--- config.mk ---
export PLATFORM = sky130hd
export DESIGN_NAME = parking_flat
export DESIGN_NICKNAME = d
export VERILOG_FILES = /design/src/rtl/parking_if.sv /design/src/rtl/parking.sv /design/src/flat_wrapper.sv
export SDC_FILE = /design/constraint.sdc
export NUM_CORES = 1
export LEC_CHECK = 0
export CAP_MARGIN = 20
export CORE_MARGIN = 4
export CORE_UTILIZATION = 45
export CTS_CLUSTER_SIZE = 14
export DETAILED_ROUTE_END_ITERATION = 16
export HOLD_SLACK_MARGIN = 0.02
export PLACE_DENSITY = 0.74
export SYNTH_ARGS = -nofsm -noshare
export SYNTH_HDL_FRONTEND = slang
export SYNTH_SLANG_ARGS = --single-unit
--- constraint.sdc ---
create_clock -name clk -period 6.18 [get_ports clk]
set_input_delay 1.236 -clock clk [delete_from_list [all_inputs] [get_ports clk]]
set_output_delay 1.236 -clock clk [all_outputs]
set_load 0.02 [all_outputs]
--- src/rtl/parking_if.sv ---
// Gate-sensor events in, occupancy/vacancy/status out for the car-park controller.
interface parking_if;
   localparam int unsigned CW = 9;

   logic          car_entered;
   logic          is_uni_car_entered;
   logic          car_exited;
   logic          is_uni_car_exited;
   logic [CW-1:0] uni_parked_car;
   logic [CW-1:0] parked_car;
   logic [CW-1:0] uni_vacated_space;
   logic [CW-1:0] vacated_space;
   logic          uni_is_vacated_space;
   logic          is_vacated_space;
   logic          illegal_enter;
   logic          illegal_exit;

   modport master (
      output car_entered, is_uni_car_entered, car_exited, is_uni_car_exited,
      input  uni_parked_car, parked_car, uni_vacated_space, vacated_space,
             uni_is_vacated_space, is_vacated_space, illegal_enter, illegal_exit
   );

   modport slave (
      input  car_entered, is_uni_car_entered, car_exited, is_uni_car_exited,
      output uni_parked_car, parked_car, uni_vacated_space, vacated_space,
             uni_is_vacated_space, is_vacated_space, illegal_enter, illegal_exit
   );
endinterface

--- src/rtl/parking.sv ---
// Two-zone car-park occupancy controller with a time-of-day capacity shift
// from the university zone to the free zone in the afternoon.
module parking #(
   parameter int unsigned TOTAL_CAP       = 700,
   parameter int unsigned CYCLES_PER_HOUR = 3600
) (
   input  logic     clk,
   input  logic     reset,
   parking_if.slave bus
);
   localparam int unsigned CW = 9;
   localparam int unsigned HW = 5;
   localparam int unsigned TW = (CYCLES_PER_HOUR > 1) ? $clog2(CYCLES_PER_HOUR) : 1;
   localparam logic [HW-1:0] HOUR_START = HW'(8);
   localparam logic [HW-1:0] HOUR_LAST  = HW'(23);

   logic [TW-1:0] tick_q, tick_d;
   logic [HW-1:0] hour_q, hour_d;
   logic [CW-1:0] uni_cnt_q, uni_cnt_d;
   logic [CW-1:0] free_cnt_q, free_cnt_d;
   logic          ill_en_q, ill_en_d;
   logic          ill_ex_q, ill_ex_d;

   logic [CW-1:0] free_cap, uni_cap, free_vac, uni_vac;
   logic          ent_ok, ext_ok;

   // Afternoon schedule: capacity migrates from the university zone to the free zone.
   always_comb begin
      free_cap = CW'(200);
      uni_cap  = CW'(TOTAL_CAP - 200);
      if (hour_q == HW'(13)) begin
         free_cap = CW'(250);
         uni_cap  = CW'(TOTAL_CAP - 250);
      end else if (hour_q == HW'(14)) begin
         free_cap = CW'(300);
         uni_cap  = CW'(TOTAL_CAP - 300);
      end else if (hour_q == HW'(15)) begin
         free_cap = CW'(350);
         uni_cap  = CW'(TOTAL_CAP - 350);
      end else if (hour_q >= HW'(16)) begin
         free_cap = CW'(500);
         uni_cap  = CW'(TOTAL_CAP - 500);
      end
   end

   // A shrinking capacity may leave more cars than spaces; vacancy clamps at zero.
   assign free_vac = (free_cnt_q >= free_cap) ? '0 : free_cap - free_cnt_q;
   assign uni_vac  = (uni_cnt_q  >= uni_cap)  ? '0 : uni_cap  - uni_cnt_q;

   always_comb begin
      tick_d = tick_q + TW'(1);
      hour_d = hour_q;
      if (tick_q == TW'(CYCLES_PER_HOUR - 1)) begin
         tick_d = '0;
         if (hour_q != HOUR_LAST) hour_d = hour_q + HW'(1);
      end
   end

   // Both events are judged against pre-edge state, so same-zone in+out nets to zero.
   always_comb begin
      ent_ok = bus.car_entered &&
               (bus.is_uni_car_entered ? (uni_vac != '0) : (free_vac != '0));
      ext_ok = bus.car_exited &&
               (bus.is_uni_car_exited ? (uni_cnt_q != '0) : (free_cnt_q != '0));

      uni_cnt_d  = uni_cnt_q;
      free_cnt_d = free_cnt_q;
      if (ent_ok) begin
         if (bus.is_uni_car_entered) uni_cnt_d  = uni_cnt_d  + CW'(1);
         else                        free_cnt_d = free_cnt_d + CW'(1);
      end
      if (ext_ok) begin
         if (bus.is_uni_car_exited) uni_cnt_d  = uni_cnt_d  - CW'(1);
         else                       free_cnt_d = free_cnt_d - CW'(1);
      end

      ill_en_d = bus.car_entered && !ent_ok;
      ill_ex_d = bus.car_exited  && !ext_ok;
   end

   always_ff @(posedge clk or posedge reset) begin
      if (reset) begin
         tick_q     <= '0;
         hour_q     <= HOUR_START;
         uni_cnt_q  <= '0;
         free_cnt_q <= '0;
         ill_en_q   <= 1'b0;
         ill_ex_q   <= 1'b0;
      end else begin
         tick_q     <= tick_d;
         hour_q     <= hour_d;
         uni_cnt_q  <= uni_cnt_d;
         free_cnt_q <= free_cnt_d;
         ill_en_q   <= ill_en_d;
         ill_ex_q   <= ill_ex_d;
      end
   end

   assign bus.uni_parked_car       = uni_cnt_q;
   assign bus.parked_car           = free_cnt_q;
   assign bus.uni_vacated_space    = uni_vac;
   assign bus.vacated_space        = free_vac;
   assign bus.uni_is_vacated_space = (uni_vac != '0);
   assign bus.is_vacated_space     = (free_vac != '0);
   assign bus.illegal_enter        = ill_en_q;
   assign bus.illegal_exit         = ill_ex_q;
endmodule

--- src/flat_wrapper.sv ---
// flat-port wrapper written by rule: the top's interface ports become plain ports
module parking_flat 
#(
   parameter int unsigned TOTAL_CAP       = 700,
   parameter int unsigned CYCLES_PER_HOUR = 3600
)
  (clk, reset, bus_car_entered, bus_is_uni_car_entered, bus_car_exited, bus_is_uni_car_exited, bus_uni_parked_car, bus_parked_car, bus_uni_vacated_space, bus_vacated_space, bus_uni_is_vacated_space, bus_is_vacated_space, bus_illegal_enter, bus_illegal_exit);
  parking_if bus_i ();
  input  logic clk;
  input  logic reset;
  input wire logic [$bits(bus_i.car_entered)-1:0] bus_car_entered;
  input wire logic [$bits(bus_i.is_uni_car_entered)-1:0] bus_is_uni_car_entered;
  input wire logic [$bits(bus_i.car_exited)-1:0] bus_car_exited;
  input wire logic [$bits(bus_i.is_uni_car_exited)-1:0] bus_is_uni_car_exited;
  output wire logic [$bits(bus_i.uni_parked_car)-1:0] bus_uni_parked_car;
  output wire logic [$bits(bus_i.parked_car)-1:0] bus_parked_car;
  output wire logic [$bits(bus_i.uni_vacated_space)-1:0] bus_uni_vacated_space;
  output wire logic [$bits(bus_i.vacated_space)-1:0] bus_vacated_space;
  output wire logic [$bits(bus_i.uni_is_vacated_space)-1:0] bus_uni_is_vacated_space;
  output wire logic [$bits(bus_i.is_vacated_space)-1:0] bus_is_vacated_space;
  output wire logic [$bits(bus_i.illegal_enter)-1:0] bus_illegal_enter;
  output wire logic [$bits(bus_i.illegal_exit)-1:0] bus_illegal_exit;
  assign bus_i.car_entered = bus_car_entered;
  assign bus_i.is_uni_car_entered = bus_is_uni_car_entered;
  assign bus_i.car_exited = bus_car_exited;
  assign bus_i.is_uni_car_exited = bus_is_uni_car_exited;
  assign bus_uni_parked_car = bus_i.uni_parked_car;
  assign bus_parked_car = bus_i.parked_car;
  assign bus_uni_vacated_space = bus_i.uni_vacated_space;
  assign bus_vacated_space = bus_i.vacated_space;
  assign bus_uni_is_vacated_space = bus_i.uni_is_vacated_space;
  assign bus_is_vacated_space = bus_i.is_vacated_space;
  assign bus_illegal_enter = bus_i.illegal_enter;
  assign bus_illegal_exit = bus_i.illegal_exit;
  parking #(.TOTAL_CAP(TOTAL_CAP), .CYCLES_PER_HOUR(CYCLES_PER_HOUR)) u_core (.clk(clk), .reset(reset), .bus(bus_i));
endmodule
==> impl_metrics.env <==
export IMPL_fin_crit_ns=5.58
export IMPL_fmaxAchievable_mhz=179
export IMPL_r2r_slack_ns=1.35
export IMPL_worst_path_largest_cell_delay_ns=0.57
export IMPL_avgSynthCellArea_um2=8.46
export IMPL_start_util=0.465
export IMPL_cts_root_buf="clkbuf_8"
export IMPL_grt_pass1_vias=3236
export IMPL_ir_drop_mv=0.161
export IMPL_antenna_found_initial=0
export IMPL_arrival_ns=4.34
export IMPL_p_leak_nw=1.82
export IMPL_dieArea_um2=9520
export IMPL_grt_pass1_wl_mm=15.5
export IMPL_clk_path_buf_depth=2
export IMPL_critPathBufInv=4
export IMPL_finalClockSkew_ns=0.00934
export IMPL_ys_ff_latch=37
export IMPL_grt_usage=0.194
export IMPL_path_clk_slew_ns=0.08
export IMPL_syn_to_final_growth_pct=19.0
export IMPL_hold_start="u_core.tick_q[5]"
export IMPL_start_kind="flip-flop"
export IMPL_layout_nets=513
export IMPL_fillers=730
export IMPL_overflow=0
export IMPL_slew_violations=0
export IMPL_r2r_cells=19
export IMPL_vias=3361
export IMPL_period_share=0.903
export IMPL_core_area_um2=7770
export IMPL_gp_congestion=1.00
export IMPL_status="finished, final reports clean"
export IMPL_cap_violations=0
export IMPL_drtIter0Drc=211
export IMPL_cts_tree="done"
export IMPL_pwr_density_cell_nw_per_um2=537
export IMPL_worst_pin_slew_ns=0.909
export IMPL_async_flop_share=1.00
export IMPL_slowest_stage="clkdlybuf4s50_1"
export IMPL_slew_headroom=0.392
export IMPL_synth_seq_area_share=0.257
export IMPL_hold_violations=0
export IMPL_cts_buffers=5
export IMPL_clkLatencyLatePin_ns=0.29
export IMPL_hold_end="u_core.tick_q[5]"
export IMPL_rsz0062_at_grt="false"
export IMPL_worstPathMaxFanout=5
export IMPL_remaining_drc_errors=0
export IMPL_synth_cell_type_count=68
export IMPL_hpwl_mm=7.25
export IMPL_netlist_instances=427
export IMPL_cts_sinks=37
export IMPL_ant_nets=0
export IMPL_wl_mm=9.15
export IMPL_die_h_um=97.6
export IMPL_yosysWarnings=0
export IMPL_post_cts_buffers=0
export IMPL_wl_per_cell_um=15.8
export IMPL_postCtsHoldBufs=0
export IMPL_hold_class="reg -> reg"
export IMPL_synth_ff_type="dfrtp_1"
export IMPL_core_rowCount=32
export IMPL_cts_max_level=2
export IMPL_place_port_buffers=45
export IMPL_final_cell_mix="45 x clkdlybuf4s50_1, 36 x inv_1, 36 x dfrtp_1, 35 x xnor2_1, 33 x nor2_1"
export IMPL_top_level_ports=46
export IMPL_worstPathCellList="ha_1 -> nand3_1 -> inv_1 -> ha_1 -> inv_1 -> o21ai_1 -> ha_1 -> and3b_1 -> or3_1 -> a2111oi_0 -> o2111a_1 -> nand2_1 -> inv_1 -> nor2_1 -> clkdlybuf4s50_1"
export IMPL_synth_edff_count=0
export IMPL_crit_family="compound AO/OA/AOI/OAI gates"
export IMPL_holdWs_ns=0.497
export IMPL_die_x_um=97.6
export IMPL_setup_viol=0
export IMPL_dr_pass1_iters=5
export IMPL_r2r_start="u_core.hour_q[0]"
export IMPL_mostFrequentLayoutCell="clkdlybuf4s50_1"
export IMPL_netlist_area_um2=3610
export IMPL_grt_max_degree=38
export IMPL_required_ns=4.94
export IMPL_setup_worst_path_end_class="output pin"
export IMPL_antenna_cells=0
export IMPL_final_layout_size_suffix_gt1_frac=0.0611
export IMPL_min_delay_path_depth=1
export IMPL_crit_type="reg -> out"
export IMPL_routed_via_density=5.82
export IMPL_fin_tns_setup_ns=0
export IMPL_syn_num_nets=466
export IMPL_r2r_end="u_core.bus.uni_parked_car[6]"
## metal layers
| metal | global-route usage | wire (um) |
|---|---|---|
| met1 | 0.263 | 4170 |
| met5 | 0 | 0 |
| met4 | 0.0564 | 182 |
| met3 | 0.0251 | 440 |
| met2 | 0.324 | 4360 |
## synthesized netlist by cell type (all sizes together) (8+ instances only)
library cell	n	area (um2)
xor2	10	87.6
dfrtp	36	901
nand2	29	111
nor2	33	124
and3	8	50.1
nand4	13	81.3
nor3	19	100
xnor2	35	307
ha	31	388
inv	36	135
a21oi	14	70.1
o21ai	17	85.1
clkbuf	8	30.0
nor2b	11	68.8
mux2i	9	90.1
nand3	23	120
## registers in the layout, indices dropped and copies added, names as in the netlist
signal / cells
u_core.tick_q: 12
u_core.bus.uni_parked_car: 9
u_core.bus.parked_car: 9
u_core.bus.illegal_enter: 1
u_core.hour_q: 5
u_core.bus.illegal_exit: 1
## through the flow
step                total power [mW]   util  cells  area (um2)  setup slack [ns]
global placement                2.06  0.538    569        4180             0.946
CTS                             2.31  0.553    577        4300             0.438
finish                          2.31  0.553    577        4300             0.599
floorplan                       1.49      -    427        3610              1.52
global route                    2.48  0.553    577        4300             0.234
detailed placement              2.08  0.538    569        4180             0.772
## report_power, final
group	switching, mW	internal, mW
logic	0.929	0.751
clock network	0.0846	0.132
registers	0.111	0.300
total	1.12	1.18
## how the worst max path moves through the flow
stage | from | to | slack, ns | cells after the start
final | u_core.hour_q[0] | bus_is_vacated_space | 0.60 | 15
after global routing | u_core.hour_q[0] | bus_is_vacated_space | 0.23 | 15
after CTS | u_core.hour_q[0] | bus_is_vacated_space | 0.44 | 15
after detailed placement | u_core.hour_q[0] | bus_is_vacated_space | 0.77 | 15
after global placement | u_core.hour_q[0] | bus_uni_is_vacated_space | 0.95 | 14
after floorplan | u_core.hour_q[0] | bus_vacated_space[5] | 1.52 | 14
## cells by family (layout without fill, tap and decap cells)
group | Yosys count | after routing | synth area share
fa+ha+maj | 33 | 33 | 0.119
mux | 11 | 11 | 0.0312
buf+inv | 44 | 92 | 0.0457
xor+xnor | 45 | 45 | 0.109
compound gates | 85 | 85 | 0.174
simple gates | 172 | 172 | 0.264
flops | 37 | 37 | 0.257
## what timing repair did
item                       CTS  global route
gates resized for setup      0             1
hold endpoints to repair     0             0
setup endpoints to repair    0             1
## area by class of cell
type                    instances  area (um2)  area share
inverters                      36         135      0.0314
multi-input cells             346        2520       0.586
clock buffers                   7        86.3      0.0201
flip-flops and latches         37         927       0.216
well taps                     102         128      0.0297
clock inverters                 1        30.0     0.00699
repair buffers                 48         473       0.110
Power figures use the tool's default switching activity.
